<file path="config.mk">
export PLATFORM = sky130hd
export DESIGN_NAME = psum_drain_ctrl
export DESIGN_NICKNAME = d
export VERILOG_FILES = /design/src/rtl/psum_drain_pkg.sv /design/src/rtl/psum_drain_fifo.sv /design/src/rtl/psum_drain_ctrl.sv
export SDC_FILE = /design/constraint.sdc
export NUM_CORES = 1
export LEC_CHECK = 0
export ABC_AREA = 1
export BUFFER_PORTS_ARGS = -buffer_cell sky130_fd_sc_hd__buf_2
export CAP_MARGIN = 20
export CORE_MARGIN = 2
export CORE_UTILIZATION = 55
export DETAILED_ROUTE_END_ITERATION = 12
export PLACE_DENSITY = 0.72
export SYNTH_ARGS = -nofsm -noshare
export SYNTH_HDL_FRONTEND = slang
export SYNTH_HIERARCHICAL = 1
export SYNTH_SLANG_ARGS = --single-unit
</file>
<file path="constraint.sdc">
create_clock -name clk -period 7.8 [get_ports clk]
set_clock_uncertainty 0.1 [all_clocks]
set_input_delay 1.95 -clock clk [delete_from_list [all_inputs] [get_ports clk]]
set_output_delay 1.95 -clock clk [all_outputs]
set_load 0.005 [all_outputs]
</file>
<file path="src/rtl/psum_drain_pkg.sv">
// Shared definitions for the psum drain controller: FSM encoding and a
// ceiling-log2 helper used to size FIFO pointers and small counters.
package psum_drain_pkg;

  typedef enum logic [1:0] {
    ST_IDLE  = 2'd0,
    ST_ISSUE = 2'd1,
    ST_WAIT  = 2'd2,
    ST_DONE  = 2'd3
  } state_t;

  // Smallest r such that 2**r >= value (0 for value <= 1).
  function automatic int clog2(input int unsigned value);
    int result;
    result = 0;
    for (int i = 0; i < 32; i++) begin
      if ((32'd1 << i) < value) result = i + 1;
    end
    return result;
  endfunction

endpackage

</file>
<file path="src/rtl/psum_drain_fifo.sv">
// Small synchronous FIFO holding drained words plus their last flag.
// The occupancy count feeds the read-credit check in the controller.
// Push and pop in the same cycle are allowed even when full.
module psum_drain_fifo
  import psum_drain_pkg::*;
#(
  parameter int WIDTH = 33,
  parameter int DEPTH = 4
) (
  input  logic                     clk,
  input  logic                     rst,
  input  logic                     i_push,
  input  logic [WIDTH-1:0]         i_din,
  input  logic                     i_pop,
  output logic [WIDTH-1:0]         o_dout,
  output logic                     o_empty,
  output logic [clog2(DEPTH):0]    o_count
);

  localparam int PW = clog2(DEPTH);

  logic [WIDTH-1:0] r_mem [DEPTH];
  logic [PW-1:0]    r_wptr;
  logic [PW-1:0]    r_rptr;
  logic [PW:0]      r_count;

  logic w_full;
  logic w_push_ok;
  logic w_pop_ok;

  assign w_full    = (r_count == (PW+1)'(DEPTH));
  assign o_empty   = (r_count == '0);
  assign w_push_ok = i_push && (!w_full || i_pop);
  assign w_pop_ok  = i_pop && !o_empty;
  assign o_dout    = r_mem[r_rptr];
  assign o_count   = r_count;

  // Pointer and occupancy bookkeeping; depth is a power of two so pointers wrap freely.
  always_ff @(posedge clk) begin
    if (rst) begin
      r_wptr  <= '0;
      r_rptr  <= '0;
      r_count <= '0;
    end else begin
      if (w_push_ok) r_wptr <= r_wptr + PW'(1);
      if (w_pop_ok)  r_rptr <= r_rptr + PW'(1);
      case ({w_push_ok, w_pop_ok})
        2'b10:   r_count <= r_count + (PW+1)'(1);
        2'b01:   r_count <= r_count - (PW+1)'(1);
        default: r_count <= r_count;
      endcase
    end
  end

  // Storage write; contents need no reset because the empty flag masks them.
  always_ff @(posedge clk) begin
    if (w_push_ok) r_mem[r_wptr] <= i_din;
  end

endmodule

</file>
<file path="src/rtl/psum_drain_ctrl.sv">
// Drains accumulated psum words from the buffer in address order onto a
// valid/ready stream, optionally zeroing each address as its data returns.
//
//   state    | meaning
//   ---------+-------------------------------------------------------------
//   ST_IDLE  | waiting for start (ignored while the post-reset guard runs)
//   ST_ISSUE | issuing reads whenever in-flight + buffered words fit the FIFO
//   ST_WAIT  | all reads issued, waiting for the consumer to take the rest
//   ST_DONE  | one-cycle completion pulse
//
// Read credit counts words still in the memory pipe plus words parked in
// the FIFO, so every returning word always has a slot and none is dropped.
module psum_drain_ctrl
  import psum_drain_pkg::*;
#(
  parameter int DATA_WIDTH = 32,
  parameter int ADDR_WIDTH = 32,
  parameter int MEM_DELAY  = 1,
  parameter int FIFO_DEPTH = 4
) (
  input  logic                  clk,
  input  logic                  rst,
  input  logic                  start,
  input  logic [ADDR_WIDTH-1:0] num_addr,
  input  logic                  clear_en,
  output logic                  busy,
  output logic                  done,
  output logic [ADDR_WIDTH-1:0] mem_radd,
  output logic                  mem_rden,
  input  logic [DATA_WIDTH-1:0] mem_odat,
  input  logic                  mem_oval,
  output logic [ADDR_WIDTH-1:0] mem_wadd,
  output logic                  mem_wren,
  output logic [DATA_WIDTH-1:0] mem_idat,
  output logic [DATA_WIDTH-1:0] out_dat,
  output logic                  out_vld,
  input  logic                  out_rdy,
  output logic                  out_last
);

  localparam int PW = clog2(FIFO_DEPTH);
  localparam int GW = clog2(MEM_DELAY + 2);

  state_t                r_state;
  state_t                w_state_nxt;
  logic [ADDR_WIDTH-1:0] r_num_addr;
  logic                  r_clear_en;
  logic [ADDR_WIDTH-1:0] r_issue_cnt;
  logic [ADDR_WIDTH-1:0] r_ret_cnt;
  logic [ADDR_WIDTH-1:0] r_pop_cnt;
  logic [GW-1:0]         r_guard;

  logic                  w_start_acc;
  logic [ADDR_WIDTH-1:0] w_outstanding;
  logic [ADDR_WIDTH-1:0] w_credit_used;
  logic                  w_rden;
  logic                  w_oval_acc;
  logic                  w_is_last;
  logic                  w_pop;
  logic [ADDR_WIDTH-1:0] w_pop_cnt_nxt;
  logic [DATA_WIDTH:0]   w_fifo_din;
  logic [DATA_WIDTH:0]   w_fifo_dout;
  logic                  w_fifo_empty;
  logic [PW:0]           w_fifo_count;

  assign w_start_acc   = (r_state == ST_IDLE) && (r_guard == '0) && start;
  assign w_outstanding = r_issue_cnt - r_ret_cnt;
  assign w_credit_used = w_outstanding + ADDR_WIDTH'(w_fifo_count);
  assign w_rden        = (r_state == ST_ISSUE) && (w_credit_used < ADDR_WIDTH'(FIFO_DEPTH));
  // Data is only taken while a read is in flight; stale returns after reset fall through.
  assign w_oval_acc    = mem_oval && (w_outstanding != '0);
  assign w_is_last     = (r_ret_cnt == (r_num_addr - ADDR_WIDTH'(1)));
  assign w_fifo_din    = {w_is_last, mem_odat};
  assign w_pop         = out_vld && out_rdy;
  assign w_pop_cnt_nxt = r_pop_cnt + ADDR_WIDTH'(w_pop);

  psum_drain_fifo #(
    .WIDTH (DATA_WIDTH + 1),
    .DEPTH (FIFO_DEPTH)
  ) u_fifo (
    .clk     (clk),
    .rst     (rst),
    .i_push  (w_oval_acc),
    .i_din   (w_fifo_din),
    .i_pop   (w_pop),
    .o_dout  (w_fifo_dout),
    .o_empty (w_fifo_empty),
    .o_count (w_fifo_count)
  );

  // State register.
  always_ff @(posedge clk) begin
    if (rst) r_state <= ST_IDLE;
    else     r_state <= w_state_nxt;
  end

  // Next-state decode; WAIT looks at the pop happening this cycle so done follows the last transfer directly.
  always_comb begin
    w_state_nxt = r_state;
    case (r_state)
      ST_IDLE: begin
        if (w_start_acc) w_state_nxt = (num_addr == '0) ? ST_DONE : ST_ISSUE;
      end
      ST_ISSUE: begin
        if (w_rden && ((r_issue_cnt + ADDR_WIDTH'(1)) == r_num_addr)) w_state_nxt = ST_WAIT;
      end
      ST_WAIT: begin
        if (w_pop_cnt_nxt == r_num_addr) w_state_nxt = ST_DONE;
      end
      ST_DONE: begin
        w_state_nxt = ST_IDLE;
      end
      default: begin
        w_state_nxt = ST_IDLE;
      end
    endcase
  end

  // Drain counters and latched job parameters; everything restarts on an accepted start.
  always_ff @(posedge clk) begin
    if (rst) begin
      r_num_addr  <= '0;
      r_clear_en  <= 1'b0;
      r_issue_cnt <= '0;
      r_ret_cnt   <= '0;
      r_pop_cnt   <= '0;
    end else if (w_start_acc) begin
      r_num_addr  <= num_addr;
      r_clear_en  <= clear_en;
      r_issue_cnt <= '0;
      r_ret_cnt   <= '0;
      r_pop_cnt   <= '0;
    end else begin
      if (w_rden)     r_issue_cnt <= r_issue_cnt + ADDR_WIDTH'(1);
      if (w_oval_acc) r_ret_cnt   <= r_ret_cnt + ADDR_WIDTH'(1);
      if (w_pop)      r_pop_cnt   <= r_pop_cnt + ADDR_WIDTH'(1);
    end
  end

  // Post-reset guard: hold off start until reads issued before reset have drained from the memory pipe.
  always_ff @(posedge clk) begin
    if (rst)                 r_guard <= GW'(MEM_DELAY);
    else if (r_guard != '0)  r_guard <= r_guard - GW'(1);
  end

  assign busy     = (r_state != ST_IDLE);
  assign done     = (r_state == ST_DONE);
  assign mem_rden = w_rden;
  assign mem_radd = w_rden ? r_issue_cnt : '0;
  assign mem_wren = w_oval_acc && r_clear_en;
  assign mem_wadd = mem_wren ? r_ret_cnt : '0;
  assign mem_idat = '0;
  assign out_vld  = !w_fifo_empty;
  assign out_dat  = out_vld ? w_fifo_dout[DATA_WIDTH-1:0] : '0;
  assign out_last = out_vld && w_fifo_dout[DATA_WIDTH];

endmodule
</file>
==> results.yml <==
synthesis:
  yosys.area.top_type_share: 0.205
  syn_inst: 2819
  synth-seq-cells: 274
  netlist_area_sq_um: 19400
  synth_edf_count: 132
  synth_warnings: 6
  yosysMostFrequentCell: "nand2_1"
  yosys.area.top_type: "edfxtp_1"
  yosys-top-cells-count: "nand2_1, nor2_1, inv_1"
  ys.flop_type: "dfxtp_1"
  ys_types: 52
  syn_area_per_cell_sq_um: 6.86
  seq_area_frac_synth: 0.352
  synth-async-reset-ratio: 0
  ys_top_cells_by_area: "edfxtp_1, dfxtp_1, nand2_1, nor2_1, inv_1"
routing:
  ant_nets: 0
  vias: 18800
  detail_route.first_pass.iterations: 5
  drc_errors: 0
  avgViaCountPerCell: 5.48
  routedWlPerCell_um: 17.8
  drt_iter0_markers: 1546
  finalWirelength_mm: 61.0
flow_run:
  cap_violations: 0
global_route:
  overflow: 0
  grt_pass1_wl_mm: 93.2
  grt_use_total: 0.326
  antenna_found_initial: 2
  grt_max_degree: 68
  first_global_vias: 17200
sta:
  max-slew-margin-rel: 0.263
  finalSetupViolations: 0
  fin_crit_sh: 0.947
  slew_violations: 0
  fin_crit_ns: 7.39
  timing.setup.tns_ns: 0
  max_freq_ghz: 0.135
  hold_viol: 0
  rsz0062_at_grt: "no"
  tightest_slew_ns: 1.10
cells_and_area:
  utilization: 0.617
  drive_above_1_share: 0.113
  area_growth_pct: 10.4
  multiInputGateArea_sq_um: 10500
  final_net_count: 3071
  regArea_sq_um: 6810
  nFillCells: 3323
floorplan:
  coreArea_sq_um: 34600
  die_area_sq_um: 36700
  fp.dieH_um: 192
  core.rowCount: 68
  dieWidth_um: 192
  ios: 204
  start_util: 0.559
place:
  place_congestion: 0.984
  placement.io_buffers: 171
  hpwl_mm: 47.3
power_and_ir_drop:
  switching_share: 0.356
  power_frac_comb: 0.316
  ir_drop_mv: 0.177
  p_leak_uw: 0.00930
  seqPwrFrac: 0.376
  p_per_area_nw_per_um2: 214
  p_int_uw: 2950
  switchingPower_uw: 1630
  power_frac_clock: 0.309
clocking:
  cts.path.max_buffers: 3
  cts-resized-gates: 0
  cts_tree: "yes"
  h-tree-depth: 1
  cts_root_buffer: "clkbuf_16"
  numClockSinks: 274
  cts_setup_buffers: 0
  clkTransAtPathRegs_ns: 0.06
  worstSkewPairLatency_ns: 0.57
  holdBufCountCts: 0
  cts_buffers: 30
worst_hold_path:
  hold_path_class: "flop to flop"
outcome:
  status: "completed"
setup_path:
  cp-end-kind: "primary output"
  critPathMaxFanout: 60
  critPathArrivalTime_ns: 5.34
  timing.reg2reg.setup_slack_ns: 2.55
  cp.required_ns: 5.75
  critPathKind: "flop to primary output"
  crit_path_start_kind: "flop"
[layout by cell type (no fill, tap or decap), drive strengths merged]
cell type  instances
fa                 2
a2111oi            1
nor4              25
xnor2             34
diode              1
nor2             424
nand3b             2
nand3            155
a21oi            146
bufinv             2
xor2             142
clkbuf            44
nor3b              3
conb              32
and2               3
clkinv            15
nand2            688
nand4             54
a211oi             1
ha                50
buf              183
inv              403
a2bb2oi            1
o21a               1
a31oi              1
o21ai            155
a21o               3
or2                9
and3               4
a221oi             1
nor3              74
nand2b             1
o31ai              2
edfxtp           132
dfxtp            142
o21bai             1
o22ai             36
[through the flow]
stage	std cells	total power, uW	hold WS [ns]	setup slack, ns	area [sq um]
2_1_floorplan	2850	2770	0.330	2.35	19500
3_3_place_gp	3370	3150	0.348	1.13	20300
3_5_place_dp	3370	3180	0.360	1.01	20300
4_1_cts	3425	4580	0.369	0.394	21300
5_1_grt	3427	4850	0.388	0.0179	21400
6_report	3428	4580	0.365	0.411	21400
[sequential cells by signal (all words and copies together) (netlist names), named ones only]
name and count:
u_fifo/r_rptr 2, r_guard 2, u_fifo/r_mem 132, r_pop_cnt 32
u_fifo/o_count 3, r_num_addr 32, r_issue_cnt 32, r_state 2
r_clear_en 1, u_fifo/r_wptr 2, r_ret_cnt 32
[critical path, cell delays in order, from the launching register on]
cell and delay, ns:
dfxtp_1 0.47, inv_1 0.14, ha_1 0.26, fa_1 0.42, xnor2_1 0.17, ha_1 0.35, nand4_1 0.14, nand2_1 0.08
nand3_1 0.07, nor2_1 0.17, nand3_2 0.15, nor2_2 0.18, nand3_1 0.15, nor2_1 0.27, nand2_1 0.08, nand2_1 0.07
nand2_1 0.06, nand2_1 0.06, nor2_1 0.04, nand2_1 0.10, nor2_2 0.07, nand2_4 0.34, clkinv_4 0.53, buf_2 0.30
[cell families (layout without fill, tap and decap cells)]
logic type,count (synthesis),count (layout),share of synthesized area
AO/OA/AOI/OAI,349,349,0.0997
XOR/XNOR,176,176,0.0797
adder cells (fa/ha/maj),52,52,0.0344
buffers and inverters,525,647,0.116
flip-flops,274,274,0.352
other,1,33,0.000194
AND/OR/NAND/NOR,1442,1442,0.319
[layer usage]
| layer | part of all wire | wire length, um | global-route usage | up-vias |
|---|---|---|---|---|
| met5 | 0.00044 | 27 | 0 | - |
| met1 | 0.43 | 26200 | 0.442 | 8641 |
| met2 | 0.45 | 27600 | 0.533 | 758 |
| met3 | 0.076 | 4670 | 0.0400 | 133 |
| met4 | 0.042 | 2550 | 0.126 | 4 |
| li1 | - | - | - | 9249 |
[worst paths after layout]
kind	from	end	cells past startpoint
max	r_issue_cnt[0]	mem_rden	23
min	r_guard[0]	r_guard[0]	1
max reg2reg	r_issue_cnt[0]	u_fifo/o_count[2]	30
min reg2reg	r_guard[0]	r_guard[0]	1
[power by group through the flow]
stage | Clock [uW] | Combinational, uW | Sequential (uW)
2_1_floorplan | 0 | 1080 | 1690
3_3_place_gp | 0 | 1400 | 1750
3_5_place_dp | 0 | 1430 | 1750
4_1_cts | 1430 | 1430 | 1720
5_1_grt | 1480 | 1640 | 1730
6_report | 1410 | 1450 | 1720
[area by class of cell]
cell class | instances | share of cell area
repair buffers | 183 | 0.0467
clock inverters | 11 | 0.00615
well taps | 455 | 0.0266
clock buffers | 44 | 0.0404
flip-flops and latches | 274 | 0.319
inverters | 409 | 0.0721
multi-input cells | 2051 | 0.489
diodes | 1 | 0.000117
(Power assumes the default switching activity.)
